$ cat src/rtl/bru_rs.sv
// bru_rs: branch/jump reservation station; CDB-snooping wakeup, age-matrix oldest-ready select.
// Latency: a dispatch or wakeup becomes issuable one cycle later; issue_pkt_o is combinational from state.
// Backpressure: disp_ready_o drops when full (registered count only); selection holds while issue_ready_i=0.
// Optional: define BRU_RS_PERF_CNT_EN to add saturating full/stall cycle counters.
package bru_rs_pkg;
  localparam int PREG_W = 6;
  localparam int ROB_W  = 5;
  typedef struct packed {
    logic [3:0]        op;
    logic [31:0]       pc;
    logic [31:0]       imm;
    logic [ROB_W-1:0]  rob_tag;
    logic [PREG_W-1:0] rs1_tag;
    logic [PREG_W-1:0] rs2_tag;
  } issue_pkt_t;
endpackage

module bru_rs
  import bru_rs_pkg::*;
#(
  parameter int DEPTH    = 4,
  parameter int WB_PORTS = 2,
  parameter int CNT_W    = $clog2(DEPTH+1)
) (
  input  logic                       clk,
  input  logic                       rst,
  input  logic                       flush_i,
  input  logic                       disp_valid_i,
  output logic                       disp_ready_o,
  input  issue_pkt_t                 disp_pkt_i,
  input  logic                       disp_rs1_rdy_i,
  input  logic                       disp_rs2_rdy_i,
  input  logic [WB_PORTS-1:0]        cdb_valid_i,
  input  logic [WB_PORTS*PREG_W-1:0] cdb_tag_i,
  output logic                       issue_valid_o,
  input  logic                       issue_ready_i,
  output issue_pkt_t                 issue_pkt_o,
  output logic [CNT_W-1:0]           count_o
`ifdef BRU_RS_PERF_CNT_EN
  ,
  output logic [31:0]                perf_full_cyc_o,
  output logic [31:0]                perf_stall_cyc_o
`endif
);

  logic [DEPTH-1:0] valid_q, valid_d;
  logic [DEPTH-1:0] rs1_rdy_q, rs1_rdy_d;
  logic [DEPTH-1:0] rs2_rdy_q, rs2_rdy_d;
  issue_pkt_t       pkt_q [DEPTH];
  issue_pkt_t       pkt_d [DEPTH];
  // age_q[i][j] = 1 means entry i is older than entry j
  logic [DEPTH-1:0] age_q [DEPTH];
  logic [DEPTH-1:0] age_d [DEPTH];
  logic [CNT_W-1:0] count_q, count_d;

  logic [DEPTH-1:0] rdy_vec, sel_oh, free_oh;
  logic             free_found;
  logic             disp_fire, iss_fire;

  function automatic logic cdb_hit(input logic [PREG_W-1:0]          tag,
                                   input logic [WB_PORTS-1:0]        vld,
                                   input logic [WB_PORTS*PREG_W-1:0] tags);
    cdb_hit = 1'b0;
    for (int k = 0; k < WB_PORTS; k++) begin
      if (vld[k] && (tags[k*PREG_W +: PREG_W] == tag)) cdb_hit = 1'b1;
    end
  endfunction

  // Oldest-ready select from registered state; no same-cycle wake-to-issue
  always_comb begin
    rdy_vec = valid_q & rs1_rdy_q & rs2_rdy_q;
    sel_oh  = rdy_vec;
    for (int i = 0; i < DEPTH; i++) begin
      for (int j = 0; j < DEPTH; j++) begin
        if ((j != i) && rdy_vec[j] && age_q[j][i]) sel_oh[i] = 1'b0;
      end
    end
    issue_pkt_o = '0;
    for (int i = 0; i < DEPTH; i++) begin
      if (sel_oh[i]) issue_pkt_o = issue_pkt_o | pkt_q[i];
    end
  end

  // Lowest-index free slot for allocation
  always_comb begin
    free_oh    = '0;
    free_found = 1'b0;
    for (int i = 0; i < DEPTH; i++) begin
      if (!valid_q[i] && !free_found) begin
        free_oh[i] = 1'b1;
        free_found = 1'b1;
      end
    end
  end

  assign issue_valid_o = |rdy_vec;
  assign disp_ready_o  = (count_q != CNT_W'(DEPTH));
  assign count_o       = count_q;
  assign disp_fire     = disp_valid_i && disp_ready_o && !flush_i;
  assign iss_fire      = issue_valid_o && issue_ready_i && !flush_i;

  // Next state: wakeup, then allocation, then issue retirement (slots are disjoint)
  always_comb begin
    valid_d   = valid_q;
    rs1_rdy_d = rs1_rdy_q;
    rs2_rdy_d = rs2_rdy_q;
    pkt_d     = pkt_q;
    age_d     = age_q;
    count_d   = count_q;
    if (flush_i) begin
      valid_d = '0;
      count_d = '0;
      for (int i = 0; i < DEPTH; i++) age_d[i] = '0;
    end else begin
      for (int i = 0; i < DEPTH; i++) begin
        if (valid_q[i] && cdb_hit(pkt_q[i].rs1_tag, cdb_valid_i, cdb_tag_i)) rs1_rdy_d[i] = 1'b1;
        if (valid_q[i] && cdb_hit(pkt_q[i].rs2_tag, cdb_valid_i, cdb_tag_i)) rs2_rdy_d[i] = 1'b1;
      end
      for (int i = 0; i < DEPTH; i++) begin
        if (disp_fire && free_oh[i]) begin
          valid_d[i]   = 1'b1;
          pkt_d[i]     = disp_pkt_i;
          rs1_rdy_d[i] = disp_rs1_rdy_i | cdb_hit(disp_pkt_i.rs1_tag, cdb_valid_i, cdb_tag_i);
          rs2_rdy_d[i] = disp_rs2_rdy_i | cdb_hit(disp_pkt_i.rs2_tag, cdb_valid_i, cdb_tag_i);
          age_d[i]     = '0;
          // every entry already present is older than the newcomer
          for (int j = 0; j < DEPTH; j++) age_d[j][i] = valid_q[j];
        end
      end
      for (int i = 0; i < DEPTH; i++) begin
        if (iss_fire && sel_oh[i]) begin
          valid_d[i] = 1'b0;
          age_d[i]   = '0;
          for (int j = 0; j < DEPTH; j++) age_d[j][i] = 1'b0;
        end
      end
      count_d = count_q + CNT_W'(disp_fire) - CNT_W'(iss_fire);
    end
  end

  // State registers with asynchronous reset
  always_ff @(posedge clk or posedge rst) begin
    if (rst) begin
      valid_q   <= '0;
      rs1_rdy_q <= '0;
      rs2_rdy_q <= '0;
      count_q   <= '0;
      for (int i = 0; i < DEPTH; i++) begin
        pkt_q[i] <= '0;
        age_q[i] <= '0;
      end
    end else begin
      valid_q   <= valid_d;
      rs1_rdy_q <= rs1_rdy_d;
      rs2_rdy_q <= rs2_rdy_d;
      count_q   <= count_d;
      pkt_q     <= pkt_d;
      age_q     <= age_d;
    end
  end

`ifdef BRU_RS_PERF_CNT_EN
  logic [31:0] perf_full_q, perf_stall_q;

  // Saturating occupancy counters; survive flush, cleared only by reset
  always_ff @(posedge clk or posedge rst) begin
    if (rst) begin
      perf_full_q  <= '0;
      perf_stall_q <= '0;
    end else begin
      if ((count_q == CNT_W'(DEPTH)) && (perf_full_q != 32'hFFFF_FFFF))
        perf_full_q <= perf_full_q + 32'd1;
      if ((count_q != '0) && !issue_valid_o && (perf_stall_q != 32'hFFFF_FFFF))
        perf_stall_q <= perf_stall_q + 32'd1;
    end
  end

  assign perf_full_cyc_o  = perf_full_q;
  assign perf_stall_cyc_o = perf_stall_q;
`endif

endmodule

$ cat config.mk
export PLATFORM = sky130hd
export DESIGN_NAME = bru_rs
export DESIGN_NICKNAME = d
export VERILOG_FILES = /design/src/rtl/bru_rs.sv
export SDC_FILE = /design/constraint.sdc
export NUM_CORES = 1
export LEC_CHECK = 0
export ABC_CLOCK_PERIOD_IN_PS = 15500
export BUFFER_PORTS_ARGS = -buffer_cell sky130_fd_sc_hd__buf_2
export CORE_MARGIN = 8
export CORE_UTILIZATION = 35
export DETAILED_ROUTE_END_ITERATION = 7
export RECOVER_POWER = 100
export SLEW_MARGIN = 25
export SYNTH_ARGS = -nofsm -noshare
export SYNTH_HDL_FRONTEND = slang
export SYNTH_SLANG_ARGS = --single-unit
$ cat constraint.sdc
create_clock -name clk -period 15.5 [get_ports clk]
set_input_delay 4.65 -clock clk [delete_from_list [all_inputs] [get_ports clk]]
set_output_delay 4.65 -clock clk [all_outputs]
set_load 0.02 [all_outputs]
; ---- Yosys cells after proc, flatten, opt, wreduce, memory -nomap -nowiden
; Index checks and enable logic that the tools add are counted.
[classes]
n_addsub = 2
mul = 0
div_mod_pow = 0
n_lt_le_gt_ge = 0
n_eq_ne = 21
n_shift = 0
mux = 125
bitwise = 14
n_reduce_logical = 92
[op_table]
columns = cell, n
row1 = $mux W85, 4
row2 = $or A85 B85 Y85, 3
row3 = $eq A6 B6 Y1, 20
row4 = $mux W1, 110
row5 = $logic_and A1 B1 Y1, 55
row6 = $mux W4, 9
row7 = $reduce_bool A5 Y1, 6
row8 = $reduce_and A2 Y1, 12
row9 = $mux W16, 1
row10 = $reduce_bool A2 Y1, 8
row11 = $reduce_bool A3 Y1, 4
row12 = $and A4 B4 Y4, 2
row13 = $or A1 B1 Y1, 8
row14 = $logic_not A1 Y1, 6
row15 = $reduce_or A4 Y1, 1
row16 = $add A3 B1 Y3, 1
row17 = $mux W3, 1
row18 = $ne A3 B3 Y1 const B, 1
row19 = $sub A3 B1 Y3, 1
row20 = $not A1 Y1, 1
[word_totals]
regBits = 367
latchBits = 0
ramBits = 0
rom_bits = 0
in_bits = 106
output_inout_bits = 90
elab_cells = 303
n_memories = 0

; ---- Logic depth before layout (Yosys ltp)
[depth]
word_depth = 14
ltp_mapped = 12
depth_no_buf = 11

; ---- Worst setup path before layout
; Ideal clock, no wire load.
[synth_path]
path_type = flip-flop to output port
startpoint = reg valid_q[0]
endpoint = out issue_pkt_o[70] (netlist bit)
t_arrival_ps = 1900
required_time_ps = 10850
setup_slack_ps = 8950
stages_incl_launch_ff = 10
n_path_buf = 4
cell_sequence = dfrtp_1 > buf_2 > and3_1 > a222oi_1 > and2_1 > buf_2 > buf_4 > buf_4 > a22oi_1 > nand2_1
[synth_rtl]
columns = element, line_no
row1 = "start, declared", 46  ; logic [DEPTH-1:0] valid_q, valid_d;
row2 = "start signal, assigned", 153  ; valid_q <= valid_d;
row3 = "end, declared", 37  ; output issue_pkt_t issue_pkt_o,

; ---- Worst setup path after layout
[layout_path]
startpoint = in flush_i
endpoint = reg age_q[1] (netlist bit)
[layout_via]
elab_chain_cells = 7
elab_cells_between_ends = 12
cone_classes = mux (4) / reduce/logical (8)
[layout_rtl]
columns = element, line_no
row1 = "start, declared", 27  ; input logic flush_i,
row2 = $logic_not A1 Y1, "99, 100"
row3 = $logic_and A1 B1 Y1, 99  ; assign disp_fire = disp_valid_i && disp_ready_o && !flush_i;
row4 = $logic_and A1 B1 Y1, 120  ; if (disp_fire && free_oh[i]) begin
row5 = $mux W4, 120
row6 = $mux W1, 131  ; if (iss_fire && sel_oh[i]) begin
row7 = $mux W4, 131
row8 = $mux W16, 110  ; if (flush_i) begin
row9 = "end signal, assigned", 158  ; age_q <= age_d;
row10 = "end, declared", 52  ; logic [DEPTH-1:0] age_q [DEPTH];
; Parallel ways exist; a longest one is shown, timed or not. The select of a mux whose other input is x is not followed.
; A chain may end at the register's enable or synchronous reset.

==> metrics.md <==
| Metric | Value |
|---|---|
| Final hold viol count | 0 |
| Peak Freq | 88.89 MHz |
| Post-synth top cells | dfrtp_1 (367), nand2_1 (348), mux2_2 (200) |
| Post-Syn Nets | 1,630 |
| CTS root buf | clkbuf_16 |
| Count of cell types in the netlist | 46 |
| Layout cells sized above 1 | 22.87% |
| WL final | 48,880 um |
| Outcome | complete, but fails checks |
| Nets@finish | 1,777 |
| Final ANT Viol Nets | 0 |
| Transition time of the tightest slew-check pin | 5.447 ns |
| Layout Cells excl Fill | 2,326 |
| DRC errors left | 0 |
| RSZ-0062 raised after global routing | false |
| Worst path bufs/invs | 4 |
| GRT Util Overall | 17.31% |
| Crit Path Max Fanout | 45 |
| CP Capture Type | flop |
| Starting density of the core | 35.29% |
| Hpwl dp | 29,480 um |
| TritonCTS Buffers | 42 |
| Io pins | 196 |
| Pin count of the biggest net entering global routing | 126 |
| Failing checks | capacitance limit, slew limit |
| Leakage | 9.207 nW |
| Synth warnings | 0 |
| H-tree Lvls | 2 |
| Area delta synth->final | 15.13% |
| Filler cells | 4,696 |
| Core Util, Final | 40.63% |
| CTS tree | done |
| Relative slew slack | -265.1% |
| # Max-Cap Violations | 12 |
| Post-CTS sizing | 0 |
| Number of enable flip-flop cells after synthesis | 0 |
| Synth top area cells | dfrtp_1 (53%), mux2_2 (13%), a22oi_1 (7.9%), nand2_1 (7.6%), mux2_1 (3.6%) |
| Final setup viols | 0 |
| Post-layout power | 3.186 mW |
| Final TNS setup | 0 ns |
| Chip height | 237.5 um |
| First-pass GRT wire length | 78,200 um |
| Clock sinks | 367 |
| Drt first pass iters | 5 |
| Setup crit start kind | input pin |
| Post-synth ARST share | 100.0% |
| Grt total ovfl | 0 |
| Crit path top cell by count | clkbuf_1 |
| CP Data Arrival Time | 11.64 ns |
| GPL Wtd Cong | 0.8454 |
| Main flop type after synthesis | dfrtp_1 |
| Period utilization | 72.58% |
| Yosys reg bits | 367 |
| Cells after DPL | 2,246 |
| FP Rows | 81 |
| Vias in the first global route | 13,350 |
| Post-Synthesis Cells | 1,521 |
| Core Region | 48,650 um^2 |
| Avg WL per Cell | 21.01 um |
| Clock Latency Late Sink | 0.55 ns |
| Req. time, crit path | 15.89 ns |
| Initial DRC count | 1,015 |
| Max incr delay on CP | 2.35 ns |
| Power Density | 161.2 nW/um^2 |
| Slowest cell on crit path | clkbuf_1 |
| Maximum VDD drop | 0.09353 mV |
| Hold-fix buffers, CTS | 0 |
| Crit path cell chain | clkbuf_1, inv_1, nand4_1, nor2_1, clkbuf_1, clkbuf_1, nor2_1, a2111oi_0 |
| CP delay by family, top | buffers and inverters |
| Seq/Total Area, Yosys | 53.50% |
| Count leader, synth | dfrtp_1 |
| Post-CTS setup buffers | 0 |
| Clock Skews | 0.01588 ns |
| Post-Syn Area per Cell | 11.29 um^2 |
| Synth area leader | dfrtp_1 |
| Final Max Tran Viols | 613 |
| Die X | 237.5 um |
| Synth Cell Area | 17,170 um^2 |
| Hold Crit Class | flop to flop |
| Die area | 56,390 um^2 |
| Vias per inst | 5.372 |
| Initial antenna violation count | 6 |
| I/O Buffers | 195 |
| CTS max path bufs | 3 |
| Via count | 12,500 |
| Critical path type | input pin to flop |
| Yosys top cell area share | 53.50% |
| Clk pin slew, worst setup/hold paths | 0.06 ns |
| Final Critical Period | 11.25 ns |
==> area by class of cell <==
type	instances	area, um^2	share of cell area [%]
diodes	3	7.507	0.03798
clock buffers	57	1189	6.014
clock inverters	20	165.2	0.8357
inverters	5	20.02	0.1013
multi-input cells	1041	7438	37.64
flip-flops and latches	367	9184	46.47
well taps	622	778.2	3.938
repair buffers	211	982.2	4.970
==> power breakdown <==
group	internal (mW)	switching [mW]	total [mW]	leakage (nW)
registers	1.27	0.216	1.49	4.69
clock network	0.573	0.401	0.974	0.671
logic	0.339	0.386	0.725	3.85
==> state kept, by name, summed over array words and instances (netlist names) <==
name       flops
count_o        3
pkt_q        340
rs1_rdy_q      4
valid_q        4
rs2_rdy_q      4
age_q         12
==> metal layers <==
| metal | vias to the layer above | GRT usage (%) | wire length [um] |
|---|---|---|---|
| met5 | - | 0 | 40 |
| met4 | 6 | 5.355 | 1020 |
| met3 | 73 | 3.613 | 2899 |
| met2 | 371 | 27.70 | 22930 |
| met1 | 6417 | 23.42 | 21980 |
| li1 | 5628 | - | - |
==> worst reg2reg max path: cells and delay by family (launching register included) <==
kind	cells	cell delay, ns
flip-flops	1	0.40
buffers and inverters	2	4.67
AND/OR/NAND/NOR	4	1.45
AO/OA/AOI/OAI	1	0.52
==> layout by cell type (no fill, tap or decap), drive strengths merged, types with 2 or more instances in the layout <==
master    instances
nand2b            3
inv               6
xnor2            61
nand3             4
nand2           348
clkinv           13
a2111oi           2
o21ai             7
ha                2
and3              6
nand4            22
mux2            255
o22ai             3
clkbuf          154
nor4             21
dfrtp           367
nor3              7
bufinv            2
o32ai             2
buf             114
nor2b             5
xor2             61
nor2             24
clkinvlp          4
a21oi            13
a22oi           180
diode             3
==> path summary, 6_finish.rpt <==
kind / startpoint / to / slack [ns] / depth (start not counted)
setup reg to reg: count_o[2] / age_q[1] / 8.32 / 7
setup / recovery: flush_i / age_q[1] / 4.25 / 8
hold reg to reg: pkt_q[158] / pkt_q[158] / 0.47 / 2
max in group asynchronous: rst / pkt_q[201] / 5.95 / 3
hold / removal: pkt_q[158] / pkt_q[158] / 0.47 / 2
min in group asynchronous: rst / pkt_q[72] / 5.76 / 2
==> kinds of logic (layout without fill, tap and decap cells) <==
logic type | count (synthesis) | after routing | synth area share [%]
compound gates | 213 | 213 | 9.060
xor+xnor | 122 | 122 | 6.224
fa+ha+maj | 3 | 3 | 0.2624
buf+inv | 113 | 293 | 3.163
flops | 367 | 367 | 53.50
mux | 255 | 255 | 16.73
other cells | 0 | 3 | 0
simple gates | 448 | 448 | 11.06
==> stage by stage <==
step	instance area, um^2	hold slack [ns]	setup WS, ns
floorplan	17170	0.4461	0.6612
global route	19760	0.4940	3.645
finish	19760	0.4733	4.250
global placement	18560	0.4579	7.688
CTS	19940	0.4766	7.110
detailed placement	18590	0.4623	7.601
Power figures use the tool's default switching activity.
